$ cat config.mk
export PLATFORM = sky130hd
export DESIGN_NAME = spi_reg_bridge
export DESIGN_NICKNAME = d
export VERILOG_FILES = /design/src/rtl/spi_regmap_pkg.sv /design/src/rtl/spi_fb_fetch.sv /design/src/rtl/spi_reg_bridge.sv
export SDC_FILE = /design/constraint.sdc
export NUM_CORES = 1
export LEC_CHECK = 0
export CORE_ASPECT_RATIO = 2
export CORE_MARGIN = 2
export CORE_UTILIZATION = 30
export CTS_CLUSTER_SIZE = 20
export DETAILED_ROUTE_END_ITERATION = 8
export SLEW_MARGIN = 20
export SYNTH_ARGS = -nofsm -noshare
export SYNTH_HDL_FRONTEND = slang
export SYNTH_SLANG_ARGS = --single-unit
$ cat constraint.sdc
create_clock -name main_clock -period 2.9 [get_ports main_clock]
set_input_delay 0.435 -clock main_clock [delete_from_list [all_inputs] [get_ports main_clock]]
set_output_delay 0.435 -clock main_clock [all_outputs]
set_load 0.01 [all_outputs]
$ cat src/rtl/spi_regmap_pkg.sv
// Register map, bit positions and frame-buffer fetch encodings shared by the
// SPI register bridge and its frame-buffer fetch engine.
package spi_regmap_pkg;

  // Register window offsets (addr[7:0])
  localparam logic [7:0] REG_ID     = 8'h00;
  localparam logic [7:0] REG_CTRL   = 8'h01;
  localparam logic [7:0] REG_EXP_LO = 8'h02;
  localparam logic [7:0] REG_EXP_HI = 8'h03;
  localparam logic [7:0] REG_GAIN   = 8'h04;
  localparam logic [7:0] REG_STATUS = 8'h05;
  localparam logic [7:0] REG_CLR    = 8'h06;

  // Scratch bytes live at 0x10-0x1F (upper nibble selects the page)
  localparam logic [3:0] REG_SCRATCH_PAGE = 4'h1;

  // CTRL bits
  localparam int CTRL_START_BIT = 0;
  localparam int CTRL_CONT_BIT  = 1;

  // STATUS bits
  localparam int STATUS_BUSY_BIT = 0;
  localparam int STATUS_FRDY_BIT = 1;
  localparam int STATUS_ERR_BIT  = 2;

  // CLR (write-one-to-clear) bits
  localparam int CLR_FRDY_BIT = 0;
  localparam int CLR_ERR_BIT  = 1;

  // Byte returned when a frame-buffer read times out
  localparam logic [7:0] FB_ERR_BYTE = 8'hEE;

  // Frame-buffer fetch FSM states
  typedef enum logic [1:0] {
    FB_IDLE = 2'd0,
    FB_REQ  = 2'd1,
    FB_WAIT = 2'd2
  } fb_state_e;

endpackage

$ cat src/rtl/spi_fb_fetch.sv
// Read-request arbiter for the SPI bridge. Every read request passes through
// here: register-window reads are forwarded as a one-cycle pulse, frame-buffer
// reads run a req/valid handshake with timeout. While a frame-buffer fetch is
// in flight one further read is held in a single queue slot; extra reads are
// dropped and flagged as an error.
module spi_fb_fetch
  import spi_regmap_pkg::*;
#(
  parameter int ADDR_W     = 24,
  parameter int FB_ADDR_W  = 20,
  parameter int FB_TIMEOUT = 16
) (
  input  logic                 i_clk,
  input  logic                 i_rst_n,
  input  logic                 i_rd_req,
  input  logic [ADDR_W-1:0]    i_rd_addr,
  output logic                 o_reg_rd,
  output logic [7:0]           o_reg_addr,
  output logic                 o_fb_done,
  output logic [7:0]           o_fb_data,
  output logic                 o_err_set,
  output logic                 o_fb_rd_req,
  output logic [FB_ADDR_W-1:0] o_fb_rd_addr,
  input  logic                 i_fb_rd_valid,
  input  logic [7:0]           i_fb_rd_data
);

  localparam int TMO_W = $clog2(FB_TIMEOUT + 1);
  localparam logic [TMO_W-1:0] TMO_LAST = TMO_W'(FB_TIMEOUT - 1);

  fb_state_e              r_state;
  fb_state_e              w_state_nxt;
  logic [TMO_W-1:0]       r_tmo;
  logic [FB_ADDR_W-1:0]   r_fb_addr;
  logic                   r_q_vld;
  logic [ADDR_W-1:0]      r_q_addr;
  logic                   r_reg_rd;
  logic [7:0]             r_reg_addr;

  logic                   w_serve;
  logic [ADDR_W-1:0]      w_serve_addr;
  logic                   w_serve_fb;
  logic                   w_q_push;
  logic                   w_q_pop;
  logic                   w_tmo_err;
  logic                   w_q_ovf;
  logic                   w_unused;

  assign w_serve_fb   = w_serve & w_serve_addr[ADDR_W-1];
  assign o_fb_rd_req  = (r_state != FB_IDLE);
  assign o_fb_rd_addr = r_fb_addr;
  assign o_reg_rd     = r_reg_rd;
  assign o_reg_addr   = r_reg_addr;
  assign o_err_set    = w_tmo_err | w_q_ovf;
  assign w_unused     = ^w_serve_addr;

  // FSM state register
  always_ff @(posedge i_clk or negedge i_rst_n) begin
    if (!i_rst_n) r_state <= FB_IDLE;
    else          r_state <= w_state_nxt;
  end

  // Next state, request dispatch, queue control and completion outputs
  always_comb begin
    w_state_nxt  = r_state;
    w_serve      = 1'b0;
    w_serve_addr = i_rd_addr;
    w_q_push     = 1'b0;
    w_q_pop      = 1'b0;
    w_tmo_err    = 1'b0;
    w_q_ovf      = 1'b0;
    o_fb_done    = 1'b0;
    o_fb_data    = 8'h00;
    case (r_state)
      FB_IDLE: begin
        // A queued read goes first; a read arriving the same cycle takes its slot.
        if (r_q_vld) begin
          w_serve      = 1'b1;
          w_serve_addr = r_q_addr;
          w_q_pop      = 1'b1;
          w_q_push     = i_rd_req;
        end else if (i_rd_req) begin
          w_serve = 1'b1;
        end
        if (w_serve_fb) w_state_nxt = FB_REQ;
      end
      FB_REQ, FB_WAIT: begin
        w_q_push = i_rd_req & ~r_q_vld;
        w_q_ovf  = i_rd_req & r_q_vld;
        if (i_fb_rd_valid) begin
          o_fb_done   = 1'b1;
          o_fb_data   = i_fb_rd_data;
          w_state_nxt = FB_IDLE;
        end else if (r_tmo == TMO_LAST) begin
          o_fb_done   = 1'b1;
          o_fb_data   = FB_ERR_BYTE;
          w_tmo_err   = 1'b1;
          w_state_nxt = FB_IDLE;
        end else begin
          w_state_nxt = FB_WAIT;
        end
      end
      default: w_state_nxt = FB_IDLE;
    endcase
  end

  // Fetch address latch and timeout counter
  always_ff @(posedge i_clk or negedge i_rst_n) begin
    if (!i_rst_n) begin
      r_fb_addr <= '0;
      r_tmo     <= '0;
    end else if (w_serve_fb) begin
      r_fb_addr <= w_serve_addr[FB_ADDR_W-1:0];
      r_tmo     <= '0;
    end else if (r_state != FB_IDLE) begin
      r_tmo     <= r_tmo + 1'b1;
    end
  end

  // Single pending-read slot and register-read pulse
  always_ff @(posedge i_clk or negedge i_rst_n) begin
    if (!i_rst_n) begin
      r_q_vld    <= 1'b0;
      r_q_addr   <= '0;
      r_reg_rd   <= 1'b0;
      r_reg_addr <= 8'h00;
    end else begin
      if (w_q_push) begin
        r_q_vld  <= 1'b1;
        r_q_addr <= i_rd_addr;
      end else if (w_q_pop) begin
        r_q_vld  <= 1'b0;
      end
      r_reg_rd   <= w_serve & ~w_serve_addr[ADDR_W-1];
      r_reg_addr <= w_serve_addr[7:0];
    end
  end

endmodule

$ cat src/rtl/spi_reg_bridge.sv
// Bridge between the SPI memory slave byte bus and camera control logic.
// addr MSB selects the frame-buffer window, otherwise addr[7:0] selects a
// camera register. Optional build macro SPI_BRIDGE_SCRATCH_EN adds 16 RW
// scratch bytes at 0x10-0x1F.
module spi_reg_bridge
  import spi_regmap_pkg::*;
#(
  parameter int         ADDR_BYTES = 3,
  parameter int         FB_ADDR_W  = 20,
  parameter int         FB_TIMEOUT = 16,
  parameter logic [7:0] ID_VALUE   = 8'hA5
) (
  input  logic                    main_clock,
  input  logic                    reset_n,
  input  logic [ADDR_BYTES*8-1:0] addr,
  input  logic [7:0]              write_data,
  input  logic                    write_data_flag,
  output logic [7:0]              read_data,
  input  logic                    read_data_flag,
  output logic [15:0]             exposure,
  output logic [7:0]              gain,
  output logic                    continuous,
  output logic                    start_pulse,
  input  logic                    busy,
  input  logic                    frame_ready,
  output logic                    frame_ready_clr,
  output logic                    fb_rd_req,
  output logic [FB_ADDR_W-1:0]    fb_rd_addr,
  input  logic                    fb_rd_valid,
  input  logic [7:0]              fb_rd_data
);

  localparam int AW = ADDR_BYTES * 8;

  logic        r_wr_flag_d;
  logic        r_rd_flag_d;
  logic [15:0] r_exposure;
  logic [7:0]  r_exp_shadow;
  logic [7:0]  r_exp_hi_snap;
  logic [7:0]  r_gain;
  logic        r_continuous;
  logic        r_start_pulse;
  logic        r_frame_ready_clr;
  logic        r_err;
  logic [7:0]  r_read_data;

  logic        w_wr_rise;
  logic        w_rd_rise;
  logic        w_wr_reg;
  logic [7:0]  w_wr_sel;
  logic        w_reg_rd;
  logic [7:0]  w_reg_addr;
  logic        w_fb_done;
  logic [7:0]  w_fb_data;
  logic        w_err_set;
  logic [7:0]  w_reg_rdata;
  logic [7:0]  w_status;

`ifdef SPI_BRIDGE_SCRATCH_EN
  logic [7:0]  r_scratch [16];
`endif

  assign w_wr_rise = write_data_flag & ~r_wr_flag_d;
  assign w_rd_rise = read_data_flag & ~r_rd_flag_d;
  assign w_wr_reg  = w_wr_rise & ~addr[AW-1];
  assign w_wr_sel  = addr[7:0];

  assign read_data       = r_read_data;
  assign exposure        = r_exposure;
  assign gain            = r_gain;
  assign continuous      = r_continuous;
  assign start_pulse     = r_start_pulse;
  assign frame_ready_clr = r_frame_ready_clr;

  spi_fb_fetch #(
    .ADDR_W     (AW),
    .FB_ADDR_W  (FB_ADDR_W),
    .FB_TIMEOUT (FB_TIMEOUT)
  ) u_fetch (
    .i_clk         (main_clock),
    .i_rst_n       (reset_n),
    .i_rd_req      (w_rd_rise),
    .i_rd_addr     (addr),
    .o_reg_rd      (w_reg_rd),
    .o_reg_addr    (w_reg_addr),
    .o_fb_done     (w_fb_done),
    .o_fb_data     (w_fb_data),
    .o_err_set     (w_err_set),
    .o_fb_rd_req   (fb_rd_req),
    .o_fb_rd_addr  (fb_rd_addr),
    .i_fb_rd_valid (fb_rd_valid),
    .i_fb_rd_data  (fb_rd_data)
  );

  // Keep one registered copy of each flag for rising-edge detection
  always_ff @(posedge main_clock or negedge reset_n) begin
    if (!reset_n) begin
      r_wr_flag_d <= 1'b0;
      r_rd_flag_d <= 1'b0;
    end else begin
      r_wr_flag_d <= write_data_flag;
      r_rd_flag_d <= read_data_flag;
    end
  end

  // Register writes; start and frame-ready-clear are single-cycle pulses
  always_ff @(posedge main_clock or negedge reset_n) begin
    if (!reset_n) begin
      r_exposure        <= 16'h0000;
      r_exp_shadow      <= 8'h00;
      r_gain            <= 8'h00;
      r_continuous      <= 1'b0;
      r_start_pulse     <= 1'b0;
      r_frame_ready_clr <= 1'b0;
    end else begin
      r_start_pulse     <= 1'b0;
      r_frame_ready_clr <= 1'b0;
      if (w_wr_reg) begin
        case (w_wr_sel)
          REG_CTRL: begin
            r_start_pulse <= write_data[CTRL_START_BIT];
            r_continuous  <= write_data[CTRL_CONT_BIT];
          end
          REG_EXP_LO: r_exp_shadow      <= write_data;
          REG_EXP_HI: r_exposure        <= {write_data, r_exp_shadow};
          REG_GAIN:   r_gain            <= write_data;
          REG_CLR:    r_frame_ready_clr <= write_data[CLR_FRDY_BIT];
          default: ;
        endcase
      end
    end
  end

  // Sticky error: a new error event wins over a simultaneous clear
  always_ff @(posedge main_clock or negedge reset_n) begin
    if (!reset_n) begin
      r_err <= 1'b0;
    end else if (w_err_set) begin
      r_err <= 1'b1;
    end else if (w_wr_reg && w_wr_sel == REG_CLR && write_data[CLR_ERR_BIT]) begin
      r_err <= 1'b0;
    end
  end

`ifdef SPI_BRIDGE_SCRATCH_EN
  // Scratch byte writes
  always_ff @(posedge main_clock or negedge reset_n) begin
    if (!reset_n) begin
      for (int i = 0; i < 16; i++) r_scratch[i] <= 8'h00;
    end else if (w_wr_reg && w_wr_sel[7:4] == REG_SCRATCH_PAGE) begin
      r_scratch[w_wr_sel[3:0]] <= write_data;
    end
  end
`endif

  // Register read decode for the forwarded read address
  always_comb begin
    w_status = 8'h00;
    w_status[STATUS_BUSY_BIT] = busy;
    w_status[STATUS_FRDY_BIT] = frame_ready;
    w_status[STATUS_ERR_BIT]  = r_err;
    w_reg_rdata = 8'h00;
    case (w_reg_addr)
      REG_ID:     w_reg_rdata = ID_VALUE;
      REG_CTRL:   w_reg_rdata[CTRL_CONT_BIT] = r_continuous;
      REG_EXP_LO: w_reg_rdata = r_exposure[7:0];
      REG_EXP_HI: w_reg_rdata = r_exp_hi_snap;
      REG_GAIN:   w_reg_rdata = r_gain;
      REG_STATUS: w_reg_rdata = w_status;
      default: begin
`ifdef SPI_BRIDGE_SCRATCH_EN
        if (w_reg_addr[7:4] == REG_SCRATCH_PAGE) w_reg_rdata = r_scratch[w_reg_addr[3:0]];
`else
        if (w_reg_addr[7:4] == REG_SCRATCH_PAGE) w_reg_rdata = 8'h00;
`endif
      end
    endcase
  end

  // read_data update: frame-buffer completion, else register read; EXP_LO
  // reads capture the high byte so a following EXP_HI read is coherent
  always_ff @(posedge main_clock or negedge reset_n) begin
    if (!reset_n) begin
      r_read_data   <= 8'h00;
      r_exp_hi_snap <= 8'h00;
    end else if (w_fb_done) begin
      r_read_data   <= w_fb_data;
    end else if (w_reg_rd) begin
      r_read_data   <= w_reg_rdata;
      if (w_reg_addr == REG_EXP_LO) r_exp_hi_snap <= r_exposure[15:8];
    end
  end

endmodule

==> After elaboration in Yosys (flattened, before gate mapping) <==
Index checks and enable logic that the tools add are counted.
{ "totals": {"register_bits": 115, "latchBits": 0, "ramBits": 0, "romBits": 0, "in_bits": 47, "output_inout_bits": 56, "word_cells": 99, "n_memories": 0} }
{ "op_classes": {"add_sub_neg": 1, "mul": 0, "n_div": 0, "magnitude_cmp": 0, "n_eq_ne": 14, "n_shift": 0, "n_mux": 37, "n_bitwise": 14, "n_reduce_logical": 15} }
{ "ops": {"columns": ["cell", "count"], "rows": [
  ["$mux W24", 2],
  ["$mux W8", 5],
  ["$eq A8 B2 Y1 const B", 4],
  ["$eq A8 B3 Y1 const B", 4],
  ["$pmux W6 S5", 1],
  ["$mux W1", 20],
  ["$eq A8 B1 Y1 const B", 2],
  ["$mux W5", 2],
  ["$pmux W1 S5", 2],
  ["$reduce_bool A2 Y1", 5],
  ["$logic_not A8 Y1", 1],
  ["$reduce_and A2 Y1", 4],
  ["$and A1 B1 Y1", 7],
  ["$mux W2", 3],
  ["$not A1 Y1", 6],
  ["$add A5 B1 Y5 const B", 1],
  ["$eq A5 B4 Y1 const B", 1],
  ["$pmux W2 S2", 1],
  ["$reduce_and A3 Y1", 1],
  ["$eq A2 B1 Y1 const B", 1],
  ["$eq A2 B2 Y1 const B", 1],
  ["$logic_and A1 B1 Y1", 2],
  ["$logic_not A2 Y1", 1],
  ["$ne A2 B1 Y1 const B", 1],
  ["other kinds (3)", 3]
]} }

==> Logic depth before layout (Yosys ltp) <==
{ "depth": {"ltp_word": 8, "depth_mapped": 7, "mapped_depth_nobuf": 7} }

==> By module <==
A second synthesis with hierarchy kept.
{ "hier_totals": {"hier_cells": 360, "area_unflattened_um2": 5002.3} }
{ "modules_own_cells": {"columns": ["mod", "n_inst", "cells_per_inst", "area_per_inst_um2", "seq_area_each_um2"], "rows": [
  ["spi_fb_fetch", 1, 173, 2565.0, 1451.4],
  ["spi_reg_bridge", 1, 187, 2437.3, 1351.3]
]} }

==> Worst setup path after synthesis <==
No wires, ideal clock.
{ "synth_path": {"path_type": "register to register", "startpoint": "reg u_fetch.r_tmo[0]", "endpoint": "reg r_exp_hi_snap[0]", "setup_time_ns": 0.125, "arrival_time_ns": 1.950, "t_required_ns": 2.775, "slack_ns": 0.825, "path_stages_with_launch": 8, "path_buffers": 1, "period_less_slack_ns": 2.075, "path_cell_list": "dfrtp_1 > ha_1 > and3_1 > ha_1 > o21ai_1 > and4_1 > buf_6 > mux2_2"} }
{ "synth_via": {"elab_chain_cells": 6} }
{ "synth_lines": {"columns": ["element", "line_no", "text"], "rows": [
  ["from (decl)", "spi_fb_fetch.sv:33", "logic [TMO_W-1:0] r_tmo;"],
  ["from (signal assigned)", "spi_fb_fetch.sv:116", "r_tmo <= r_tmo + 1'b1;"],
  ["$eq A5 B4 Y1", "spi_fb_fetch.sv:94", "end else if (r_tmo == TMO_LAST) begin"],
  ["$mux W1", "spi_fb_fetch.sv:94", null],
  ["$mux W1", "spi_fb_fetch.sv:90", "if (i_fb_rd_valid) begin"],
  ["$mux W1", "spi_fb_fetch.sv:74", "case (r_state)"],
  ["$not A1 Y1 (no line)", null, null],
  ["$reduce_and A3 Y1 (no line)", null, null],
  ["to (signal assigned)", "spi_reg_bridge.sv:190", "if (w_reg_addr == REG_EXP_LO) r_exp_hi_snap <= r_exposure[15:8];"],
  ["to (decl)", "spi_reg_bridge.sv:39", "logic [7:0] r_exp_hi_snap;"]
]} }
No other way between the ends.
A chain may end at the register's enable or synchronous reset.

==> Final worst setup path <==
{ "layout_path": {"startpoint": "reg u_fetch.r_state[1]", "endpoint": "out fb_rd_req"} }
{ "layout_via": {"elab_chain_cells": 1} }
{ "layout_lines": {"columns": ["element", "line_no", "text"], "rows": [
  ["from (decl)", "spi_fb_fetch.sv:31", "fb_state_e r_state;"],
  ["from (signal assigned)", "spi_fb_fetch.sv:60", "else r_state <= w_state_nxt;"],
  ["$reduce_bool A2 Y1", "spi_fb_fetch.sv:50", "assign o_fb_rd_req = (r_state != FB_IDLE);"],
  ["to (decl)", "spi_reg_bridge.sv:27", "output logic fb_rd_req,"]
]} }
No other way between the ends.

==> summary.txt <==
Status
  • Result of the run: completed

Synthesis
  • Flip-flop and latch count after synthesis: 112
  • Top cell type's share of synthesized area: approximately 58%
  • Number of enable flip-flop cells after synthesis: 0
  • Top post-synthesis cells by area: dfrtp_1 58%, mux2_2 16%, mux2i_1 3.3%
  • Flip-flop cell with the highest count after synthesis: dfrtp_1
  • Post-synthesis average cell area: 13.0 um^2
  • Async set or reset register ratio after synthesis: 100%
  • Cell variety after synth: 50
  • Sequential cell area fraction in the yosys report: about 58%
  • Post-Syn Instances: 374
  • Cell accounting for the most synthesized area: dfrtp_1
  • Synth Net Count: 425
  • Top post-synthesis cells by count: 112 x dfrtp_1, 69 x mux2_2, 24 x o21ai_0, 22 x nand2_1, 16 x mux2i_1
  • Yosys warning total: 0
  • Area of the mapped netlist: between 4000 and 5000 um^2
  • Most common cell in the synthesized netlist: dfrtp_1

GRT
  • Gr ovfl total: 0
  • Antenna violations before repair: 1
  • Pin count of the biggest net entering global routing: 60
  • Global router's overall resource usage: around 14%
  • Via count of the first global-routing pass: between 3,000 and 4,000
  • Wire length of the first global-routing pass: approximately 19,000 um

STA
  • Setup clock skew after layout: roughly 0.015 ns
  • Achievable Freq: slightly above 400 MHz
  • RSZ-0062 raised after global routing: false
  • Rel. slew slack: between 30% and 40%
  • Final hold violation count: 0
  • Post-route fraction of the period consumed by the critical path: a little over four fifths
  • Final setup fails: 0
  • Tightest hold margin: between 0.1 and 0.15 ns
  • Slew @ Worst Pin: approximately 1 ns
  • Fin. max-slew vios: 0
  • Final period demand of the worst path: 2.43 ns
  • Sum Neg Setup Slack: 0 ns

Clocking
  • Clock latency on the worst-skew pair: about 0.35 ns
  • Number of gates given a new drive strength after cts: 0
  • Post-CTS Setup Inserts: 0
  • Maximum count of clock buffers along a single path: 2
  • Cts hold-fix bufs: 0
  • CTS buffer count: 9
  • Maximum level of the CTS H-tree: 3
  • Total number of clock tree sinks: 112
  • Buffer type at the clock tree root: clkbuf_16
  • Clock slew seen by the registers of the worst setup and hold paths: 0.09 ns
  • TritonCTS clock tree: yes

Route
  • Ratio of routed vias to standard cells: roughly 4.9
  • Overall via count from detail_route: approximately 3,300
  • Detailed Route Iter0 Violations: 140
  • Drt pass-1 iters: 4
  • Drc violations: 0
  • Antenna-violating nets left: 0
  • Total wire length: ~12,000 um
  • Routed len/inst: 17.1 um

Setup path
  • Stage delay of the slowest cell on the critical path: ~0.54 ns
  • Beginning of the critical path: u_fetch.r_state[1]$_DFFE_PN0P_
  • Startpoint-to-endpoint class of the critical path: reg -> out
  • Top Family by Delay on Critical Path: buffers and inverters
  • Cells traversed along the worst timing path: inv_1 -> ha_1 -> inv_1 -> clkdlybuf4s50_1
  • Critical path capture point type: output pin
  • Critical path data arrival time: ~2.0 ns
  • Startpoint types: register
  • Critical path data required time: about 2.5 ns
  • Most repeated library cell on the critical path: inv_1
  • Reg-to-reg critical path startpoint: u_fetch.r_state[0]$_DFFE_PN0P_
  • Setup slack of the most critical reg-to-reg path: approximately 0.64 ns
  • Standard cell with the maximum stage delay on the critical path: clkdlybuf4s50_1
  • Count of buffer and inverter cells on the critical path: 3
  • Max FO, Critical Path: 14

Final layout
  • Post-layout net count: 525
  • Layout cells sized above 1: 22.1%
  • Layout Area Growth over Synthesis: 31.3%
  • Post-route cell area: around 6400 um^2
  • # diodes: 0
  • Number of non-filler instances in the completed layout: about 700

Floorplanning
  • Effective utilization at floorplan: just over 30%
  • Core region area: between 15,000 and 20,000 um^2
  • Die span in x: between 90 and 100 um
  • Number of placement rows: 65
  • Die height: 184 um
  • Ports placed on the boundary: 103
  • Area enclosed by the die boundary: 17,300 um^2

Placement
  • Buffers on Ports: slightly below 100
  • HPWL after DPL: about 8500 um
  • Number of instances in the placed design: 664
  • Final RePlAce weighted congestion: 0.851
  • Post-DP Area: ~6100 um^2

Power
  • Power density relative to cell area: 807 nW/um^2
  • IR drop worst, VDD: about 0.48 mV
  • Leakage power of the design: 2.86 nW

Min path
  • Class of the most critical hold timing path: in -> async

Job
  • Max Cap Viol: 0
[logic make-up (layout without fill, tap and decap cells)]
kind of cell | Yosys count | count (layout) | synth area share (%)
xor+xnor | 2 | 2 | 0.361
buf+inv | 27 | 132 | 2.68
flops | 112 | 112 | 57.7
mux | 94 | 94 | 22.0
compound gates | 58 | 58 | 7.39
simple gates | 77 | 77 | 8.86
fa+ha+maj | 4 | 4 | 1.03
[registers in the layout, indices dropped and copies added, names as in the netlist, 2 cells and up]
signal,count
r_exp_shadow,8
u_fetch.r_tmo,5
exposure,16
u_fetch.o_fb_rd_addr,20
gain,8
u_fetch.r_state,2
read_data,8
r_exp_hi_snap,8
u_fetch.o_reg_addr,8
u_fetch.r_q_addr,21
[final cells by class]
cell class	instances	area, um^2
Fill cell	1528	9400
Timing Repair Buffer	104	1040
Inverter	12	45.0
Clock inverter	7	86.3
Sequential cell	112	2800
Tap cell	201	251
Multi-Input combinational cell	235	1930
Clock buffer	9	225
[placed cells by master, fill, tap and decap left out, types with 7 or more instances in the layout]
cell type	netlist	layout
clkdlybuf4s50_1	0	98
nand2_1	22	22
dfrtp_1	112	112
mux2i_1	16	16
nor2_1	9	9
nor2b_1	7	7
mux2_2	69	69
mux2_4	8	8
clkbuf_16	0	9
o21ai_0	24	24
inv_1	12	12
[metrics by stage]
stage	utilization [%]	total power, mW	setup slack [ns]
6_report	40.4	5.15	0.467
3_3_place_gp	38.5	3.90	0.280
3_5_place_dp	38.5	3.95	0.259
5_1_grt	40.4	5.50	0.325
4_1_cts	40.4	5.23	0.447
2_1_floorplan	-	3.18	0.825
[power by group]
part	total, mW	switching (mW)	leakage, nW	internal [mW]
Sequential	2.27	0.282	1.44	1.99
Combinational	1.63	0.726	1.27	0.902
Clock	1.25	0.634	0.150	0.618
Total	5.15	1.64	2.86	3.51
[worst paths after layout]
path,endpoint,cells past startpoint
max,fb_rd_req,4
min reg2reg,u_fetch.o_fb_rd_addr[19]$_DFFE_PN0P_,2
min in group main_clock,u_fetch.o_fb_rd_addr[19]$_DFFE_PN0P_,2
max in group asynchronous,read_data[0]$_DFFE_PN0P_,2
min,exposure[8]$_DFFE_PN0P_,1
max reg2reg,u_fetch.r_q_addr[8]$_DFFE_PN0P_,5
[metal layers]
metal | global-route usage, % | share of wire, % | up-vias
met5 | 0 | 0 | -
met4 | 6.09 | 2.3 | 0
met3 | 2.62 | 4.3 | 10
met2 | 25.5 | 55 | 77
met1 | 16.0 | 38 | 1678
li1 | - | - | 1543
No activity file was read; power rests on OpenSTA's default activity.
